<file path="config.mk">
export PLATFORM = sky130hd
export DESIGN_NAME = mips_avalon_master
export DESIGN_NICKNAME = d
export VERILOG_FILES = /design/src/rtl/mips_avalon_master.sv
export SDC_FILE = /design/constraint.sdc
export NUM_CORES = 1
export LEC_CHECK = 0
export BUFFER_PORTS_ARGS = -buffer_cell sky130_fd_sc_hd__buf_2
export CAP_MARGIN = 20
export CORE_MARGIN = 3
export CORE_UTILIZATION = 47
export DETAILED_ROUTE_END_ITERATION = 7
export GPL_TIMING_DRIVEN = 1
export PLACE_DENSITY = 0.8
export REMOVE_ABC_BUFFERS = 1
export SYNTH_ARGS = -nofsm -noshare
export SYNTH_HDL_FRONTEND = slang
export SYNTH_SLANG_ARGS = --single-unit
</file>
<file path="constraint.sdc">
create_clock -name clk -period 2.5 [get_ports clk]
set_input_delay 0.625 -clock clk [delete_from_list [all_inputs] [get_ports clk]]
set_output_delay 0.625 -clock clk [all_outputs]
set_load 0.02 [all_outputs]
</file>
<file path="src/rtl/mips_avalon_master.sv">
// Avalon-MM master bus interface for the MIPS core: turns one CPU load/store
// into a single Avalon transfer with lane steering, alignment checks and a wait timeout.
module mips_avalon_master #(
    parameter int unsigned TIMEOUT_CYCLES = 0
) (
    input  logic        clk,
    input  logic        reset,
    input  logic        req_valid,
    output logic        req_ready,
    input  logic        req_write,
    input  logic [31:0] req_addr,
    input  logic [1:0]  req_size,
    input  logic [31:0] req_wdata,
    output logic        resp_valid,
    output logic        resp_error,
    output logic [31:0] resp_rdata,
    output logic [31:0] address,
    output logic        read,
    output logic        write,
    output logic [31:0] writedata,
    output logic [3:0]  byteenable,
    input  logic        waitrequest,
    input  logic [31:0] readdata
);

    typedef enum logic [1:0] {
        IDLE = 2'd0,
        BUS  = 2'd1,
        RESP = 2'd2
    } state_t;

    state_t      state_q, state_d;
    logic [31:0] address_q, address_d;
    logic [31:0] writedata_q, writedata_d;
    logic [3:0]  byteenable_q, byteenable_d;
    logic        read_q, read_d;
    logic        write_q, write_d;
    logic        resp_valid_q, resp_valid_d;
    logic        resp_error_q, resp_error_d;
    logic [31:0] resp_rdata_q, resp_rdata_d;
    logic [1:0]  size_q, size_d;
    logic [1:0]  offset_q, offset_d;
    logic [31:0] cnt_q, cnt_d;

    logic        req_legal;
    logic [3:0]  be_steer;
    logic [31:0] wd_steer;
    logic [31:0] rd_shifted;
    logic [31:0] load_data;

    always_comb begin
        req_legal = 1'b1;
        if (req_size == 2'd3)                           req_legal = 1'b0;
        if (req_size == 2'd1 && req_addr[0])            req_legal = 1'b0;
        if (req_size == 2'd2 && req_addr[1:0] != 2'b00) req_legal = 1'b0;
    end

    // Little-endian lanes; narrow stores are replicated so any lane carries the data.
    always_comb begin
        be_steer = 4'b1111;
        wd_steer = req_wdata;
        case (req_size)
            2'd0: begin
                be_steer = 4'b0001 << req_addr[1:0];
                wd_steer = {4{req_wdata[7:0]}};
            end
            2'd1: begin
                be_steer = 4'b0011 << req_addr[1:0];
                wd_steer = {2{req_wdata[15:0]}};
            end
            default: begin
                be_steer = 4'b1111;
                wd_steer = req_wdata;
            end
        endcase
    end

    always_comb begin
        rd_shifted = readdata >> {offset_q, 3'b000};
        case (size_q)
            2'd0:    load_data = {24'd0, rd_shifted[7:0]};
            2'd1:    load_data = {16'd0, rd_shifted[15:0]};
            default: load_data = readdata;
        endcase
    end

    always_comb begin
        state_d      = state_q;
        address_d    = address_q;
        writedata_d  = writedata_q;
        byteenable_d = byteenable_q;
        read_d       = read_q;
        write_d      = write_q;
        resp_valid_d = resp_valid_q;
        resp_error_d = resp_error_q;
        resp_rdata_d = resp_rdata_q;
        size_d       = size_q;
        offset_d     = offset_q;
        cnt_d        = cnt_q;
        case (state_q)
            IDLE: begin
                if (req_valid) begin
                    if (req_legal) begin
                        state_d      = BUS;
                        address_d    = {req_addr[31:2], 2'b00};
                        byteenable_d = be_steer;
                        writedata_d  = req_write ? wd_steer : '0;
                        read_d       = ~req_write;
                        write_d      = req_write;
                        size_d       = req_size;
                        offset_d     = req_addr[1:0];
                        cnt_d        = '0;
                    end else begin
                        state_d      = RESP;
                        resp_valid_d = 1'b1;
                        resp_error_d = 1'b1;
                        resp_rdata_d = '0;
                    end
                end
            end
            BUS: begin
                if (!waitrequest) begin
                    state_d      = RESP;
                    read_d       = 1'b0;
                    write_d      = 1'b0;
                    resp_valid_d = 1'b1;
                    resp_error_d = 1'b0;
                    resp_rdata_d = read_q ? load_data : '0;
                end else if (TIMEOUT_CYCLES != 0 && cnt_q + 32'd1 == TIMEOUT_CYCLES) begin
                    state_d      = RESP;
                    read_d       = 1'b0;
                    write_d      = 1'b0;
                    resp_valid_d = 1'b1;
                    resp_error_d = 1'b1;
                    resp_rdata_d = '0;
                end else begin
                    cnt_d = cnt_q + 32'd1;
                end
            end
            RESP: begin
                state_d      = IDLE;
                resp_valid_d = 1'b0;
                resp_error_d = 1'b0;
                resp_rdata_d = '0;
            end
            default: state_d = IDLE;
        endcase
    end

    always_ff @(posedge clk) begin
        if (reset) begin
            state_q      <= IDLE;
            address_q    <= '0;
            writedata_q  <= '0;
            byteenable_q <= '0;
            read_q       <= 1'b0;
            write_q      <= 1'b0;
            resp_valid_q <= 1'b0;
            resp_error_q <= 1'b0;
            resp_rdata_q <= '0;
            size_q       <= '0;
            offset_q     <= '0;
            cnt_q        <= '0;
        end else begin
            state_q      <= state_d;
            address_q    <= address_d;
            writedata_q  <= writedata_d;
            byteenable_q <= byteenable_d;
            read_q       <= read_d;
            write_q      <= write_d;
            resp_valid_q <= resp_valid_d;
            resp_error_q <= resp_error_d;
            resp_rdata_q <= resp_rdata_d;
            size_q       <= size_d;
            offset_q     <= offset_d;
            cnt_q        <= cnt_d;
        end
    end

    assign req_ready  = (state_q == IDLE);
    assign resp_valid = resp_valid_q;
    assign resp_error = resp_error_q;
    assign resp_rdata = resp_rdata_q;
    assign address    = address_q;
    assign read       = read_q;
    assign write      = write_q;
    assign writedata  = writedata_q;
    assign byteenable = byteenable_q;

endmodule

</file>
* Word-level counts from Yosys, hierarchy flattened *
Index checks and enable logic that the tools add are counted.

cells by class
  muxes and demuxes = 28
  shifts and indexed selects = 3
  bitwise logic cells = 1
  reduce and logical (&&, ||, !) cells = 12
  eq/ne operators = 10

operators with widths
  kind                 count
  $mux 32              5
  $pmux 32 s2          2
  $pmux 32 s3          1
  $shr 32x5->16        1
  $mux 1               11
  $pmux 4 s2           1
  $reduce_and 4->1     2
  $eq 2x1->1 const B   3
  $eq 2x2->1 const B   3
  $logic_not 2->1      3
  $mux 2               3
  $ne 2x2->1 const B   3
  $pmux 1 s3           2
  $pmux 1 s2           2
  $pmux 2 s2           1
  $reduce_bool 2->1    2
  $shl 1x2->4 const A  1
  $shl 2x2->4 const A  1
  $reduce_and 3->1     1
  $reduce_bool 3->1    1
  $logic_and 1x1->1    2
  $ne 2x1->1 const B   1
  $reduce_and 2->1     1
  $not 1->1            1

storage, ports and cells
  output and inout port bits = 105
  bits in registers = 108
  logic and storage cells = 65
  input port bits = 103

* Logic depth before layout (Yosys ltp) *
  depth in word-level cells = 7
  gate-level depth with buffers = 9
  mapped depth without buffers = 6

* Worst setup path before layout *
No wires, ideal clock.

  path kind = input to register
  start = input port req_addr[0]
  end = register writedata_q[13], in the netlist writedata[13]
  arrival = 1.858 ns
  stages on the path = 8
  slack = 0.510 ns
  buffers on the path = 4
  data required time = 2.368 ns
  library setup time = 0.132 ns
  path through = buf_2 -> or3_4 -> a21o_1 -> buf_2 -> buf_6 -> buf_2 -> nand2_1 -> a21oi_1

between the ends
  cells in the longest elaborated chain, start to end = 4
  elaborated cells on any way between the ends = 6
  those cells by class = mux (2); reduce/logical (4)

ends and longest elaborated chain
  element                                                        line    RTL
  start: declaration                                             11      input logic [31:0] req_addr,
  $logic_and 1x1->1 / $reduce_bool 2->1 (equally long branches)  54, 55
  $mux 1 / $logic_and 1x1->1 (equally long branches)             54, 55
  $mux 1 *                                                       55      if (req_size == 2'd2 && req_addr[1:0] != 2'b00) req_legal = 1'b0;
  $reduce_and 3->1 (no line) *                                   n/a
  end signal: assignment                                         167     writedata_q <= writedata_d;
  end: declaration                                               34      logic [31:0] writedata_q, writedata_d;

Mark *: on every way between the ends. The rest lies on a longest branch, timed or not.
A chain may end at the register's enable or synchronous reset.

* Worst setup path after layout *
  start = register offset_q[1]
  end = register resp_rdata_q[9], in the netlist resp_rdata[9]

between the ends
  cells in the longest elaborated chain, start to end = 5

ends and longest elaborated chain
  element                   line  RTL
  start: declaration        42    logic [1:0] offset_q, offset_d;
  start signal: assignment  175   offset_q <= offset_d;
  $shr 32x5->16             79    rd_shifted = readdata >> {offset_q, 3'b000};
  $pmux 32 s2               80    case (size_q)
  $mux 32                   128   resp_rdata_d = read_q ? load_data : '0;
  $mux 32                   122   if (!waitrequest) begin
  $pmux 32 s3               100   case (state_q)
  end signal: assignment    173   resp_rdata_q <= resp_rdata_d;
  end: declaration          40    logic [31:0] resp_rdata_q, resp_rdata_d;

Every way passes these cells. The select of a mux whose other input is x is not followed.

==> results.md <==
* Status: completed
* # setup viols final at 0
* Leakage power summed over all cells at 2.71 nW
* FF-to-FF setup slack at 310 ps
* DRC marker count from the first detailed-route iteration at 247
* Max VDD drop at 384 uV
* Post-CTS setup-driven buffer insertion count at 0
* Period Utilization, post-route at 87.6%
* Number of clock buffers inserted by TritonCTS at 9
* Number of antenna violations at the first check in global routing at 0
* Wire length per cell at 16.4 um
* Layout overhead on the synthesized area at 28.2%
* Post-synth cell types at 41
* I/O pins at 208
* Slew at the pin closest to its max-slew limit at 966 ps
* Highest achievable clock rate at 457 MHz
* Clock buffer depth at 2
* CTS tree: yes
* Seq/Total Area, Yosys at 46.2%
* Synthesized area per cell at 8.67 sq um
* Top flip-flop cell by instance count after synthesis: sky130_fd_sc_hd__dfxtp_1
* Worst-case hold slack at 459 ps
* X dimension of the die at 106 um
* Cell at the root of the clock tree: sky130_fd_sc_hd__clkbuf_8
* Worst hold path type: reg -> reg
* Syn. warnings at 0
* Element type at the critical path start: flop
* Worst reg2reg path startpoint: offset_q[1]$_SDFFE_PP0P_
* Minimum clock period at 2190 ps
* Ratio of cells with drive above 1 in the final layout at 36.0%
* Post-DP HPWL at 10,400 um
* Diode insertion count for antenna repair at 0
* Port buffer count at 205
* Final core occ at 63.4%
* Kind of critical path: reg -> reg
* Hold-critical path endpoint: writedata[1]$_SDFFE_PP0P_
* Total power per unit cell area at 617 nW/um^2
* Total count of max-transition violations in the final report at 0
* Total die area at 11,200 sq um
* Crit-path max FO at 12
* Worst-case reg-to-reg path depth at 5
* Routed Wire Length at 14,000 um
* CTS clk-pin slew, worst paths at 100 ps
* Largest net degree at the start of global routing at 54
* Number of cells on the worst hold path at 2
* Die H at 106 um
* Resize count post-CTS at 0
* Post-synthesis instance total at 540
* Core region area at 9460 sq um
* Later-pin clock latency in the skew report at 350 ps
* Worst EP required at 2770 ps
* Number of detailed-route iterations in the first pass at 5
* Register bit total from synthesis at 108
* Hold_sp: writedata[1]$_SDFFE_PP0P_
* Async set or reset register ratio after synthesis at 0%
* Clock Sinks at 108
* Max-slew headroom at 35.1%
* Post-detailed-route count of antenna-violating nets at 0
* Number of synthesized flops with an enable pin at 0
* Total Routing Usage GR at 24.3%
* Number of H-tree levels at 3
* Worst Path Arrival at 2460 ps
* Setup clock skew after layout at 12.1 ps
* Routability-driven placement congestion ratio at 0.839
* Max-cap violations at 0
* Post-route DRC violation count at 0
* Starting density of the core at 49.5%
* Placement Rows at 35
* Hold violation count in the final report at 0
* Number of global-route vias before repair at 4,635
* Average via count per standard cell at 5.62
* Type of destination of the critical path: flop
* Total Nets Final at 827
* Leftover overflow at the end of global routing at 0
* Hold buffer count at cts at 0
* Global-route wire length before repair at 22,500 um
* Endpoint of the worst register-to-register path: resp_rdata[9]$_SDFFE_PP0P_
* RSZ-0062 raised after global routing: no
* Combined area of all synthesized cells at 4680 sq um
* Total number of vias at 4,802
how the worst max path moves through the flow:
stage | start | depth (start not counted) | endpoint | slack (ps)
finish | offset_q[1]$_SDFFE_PP0P_ | 5 | resp_rdata[9]$_SDFFE_PP0P_ | 310
global route | offset_q[1]$_SDFFE_PP0P_ | 5 | resp_rdata[11]$_SDFFE_PP0P_ | 160
CTS | offset_q[1]$_SDFFE_PP0P_ | 5 | resp_rdata[9]$_SDFFE_PP0P_ | 370
detailed placement | req_addr[0] | 5 | resp_rdata[9]$_SDFFE_PP0P_ | 360
global placement | req_addr[0] | 5 | resp_rdata[11]$_SDFFE_PP0P_ | 410
floorplan | state_q[0]$_SDFFE_PP0P_ | 6 | resp_rdata[16]$_SDFFE_PP0P_ | -230
metrics by stage:
stage	total power, W	setup slack, ps	setup TNS [ps]	std cells	instance area [sq um]
6_report	0.00370	309	0	854	6000
5_1_grt	0.00388	161	0	854	6000
4_1_cts	0.00374	367	0	854	6000
3_5_place_dp	0.00255	361	0	838	5770
3_3_place_gp	0.00253	411	0	838	5770
2_1_floorplan	0.00223	-233	-6300	490	4450
worst max-delay path: stages (launching register included):
cell and delay, ps:
sky130_fd_sc_hd__dfxtp_1 530, sky130_fd_sc_hd__inv_1 170, sky130_fd_sc_hd__buf_4 220, sky130_fd_sc_hd__nor3_1 800, sky130_fd_sc_hd__a222oi_1 210, sky130_fd_sc_hd__o2bb2ai_1 200
cells in the mapped netlist (2+ instances only):
cell	number	area share (%)
sky130_fd_sc_hd__ha_1	4	1.1
sky130_fd_sc_hd__a21oi_1	79	8.4
sky130_fd_sc_hd__nor2b_1	4	0.53
sky130_fd_sc_hd__o21ai_0	3	0.32
sky130_fd_sc_hd__a222oi_1	8	1.7
sky130_fd_sc_hd__o2bb2ai_1	9	1.7
sky130_fd_sc_hd__inv_1	7	0.56
sky130_fd_sc_hd__a32o_1	5	1.1
sky130_fd_sc_hd__or2_2	5	0.67
sky130_fd_sc_hd__mux2i_1	9	1.9
sky130_fd_sc_hd__nor2_1	9	0.72
sky130_fd_sc_hd__nor3_1	9	0.96
sky130_fd_sc_hd__a21o_1	3	0.48
sky130_fd_sc_hd__buf_2	17	1.8
sky130_fd_sc_hd__nand2_1	110	8.8
sky130_fd_sc_hd__clkbuf_1	27	2.2
sky130_fd_sc_hd__o2111ai_1	12	2.2
sky130_fd_sc_hd__buf_4	4	0.64
sky130_fd_sc_hd__and2_1	2	0.27
sky130_fd_sc_hd__a22oi_1	11	1.8
sky130_fd_sc_hd__nor3_2	2	0.43
sky130_fd_sc_hd__a211oi_1	4	0.64
sky130_fd_sc_hd__nand3_1	31	3.3
sky130_fd_sc_hd__a22o_1	27	5.1
sky130_fd_sc_hd__mux2_2	14	3.4
sky130_fd_sc_hd__nand2b_1	3	0.40
sky130_fd_sc_hd__dfxtp_1	108	46
area by class of cell:
cell class	count	area, sq um
clock buffers	9	124
flip-flops and latches	108	2160
well taps	129	161
fillers	845	3460
inverters	7	26.3
clock inverters	7	106
multi-input cells	375	2260
repair buffers	219	1160
where the power goes:
part	total, W	switching (W)	leakage, nW	internal, W
sequential	0.00183	0.0000428	0.876	0.00179
combinational	0.000681	0.000421	1.72	0.000260
clock	0.00119	0.000609	0.116	0.000583
total	0.00370	0.00107	2.71	0.00263
cells in the final DEF, fill, tap and decap left out, drive strengths merged, types with 10 or more instances in the layout:
master	n
a21oi	80
a22o	27
a22oi	11
buf	219
dfxtp	108
inv	10
mux2	14
nand2	110
nand3	31
nor3	11
o2111ai	12
cells by family (layout without fill, tap and decap cells):
logic type               count (synthesis)  count (layout)  synth area share, %
AND/OR/NAND/NOR                        180             180                 17.2
adder cells (fa/ha/maj)                  4               4                 1.07
AO/OA/AOI/OAI                          166             166                 24.6
multiplexers                            23              23                 5.29
buffers and inverters                   58             242                 5.61
flip-flops                             108             108                 46.2
other                                    1               2               0.0801
metal layers:
layer	track usage, %	wire length (um)	up-vias
met2	40.8	6800	249
met4	9.90	355	0
li1	-	-	2287
met5	0	0	-
met1	28.6	5270	2232
met3	7.59	1550	34
sequential cells by signal, summed over array words and instances (netlist names):
signal and cells:
address 30, byteenable 4, offset_q 2, read 1
resp_error 1, resp_rdata 32, resp_valid 1, size_q 2
state_q 2, write 1, writedata 32
Power figures use the tool's default switching activity.
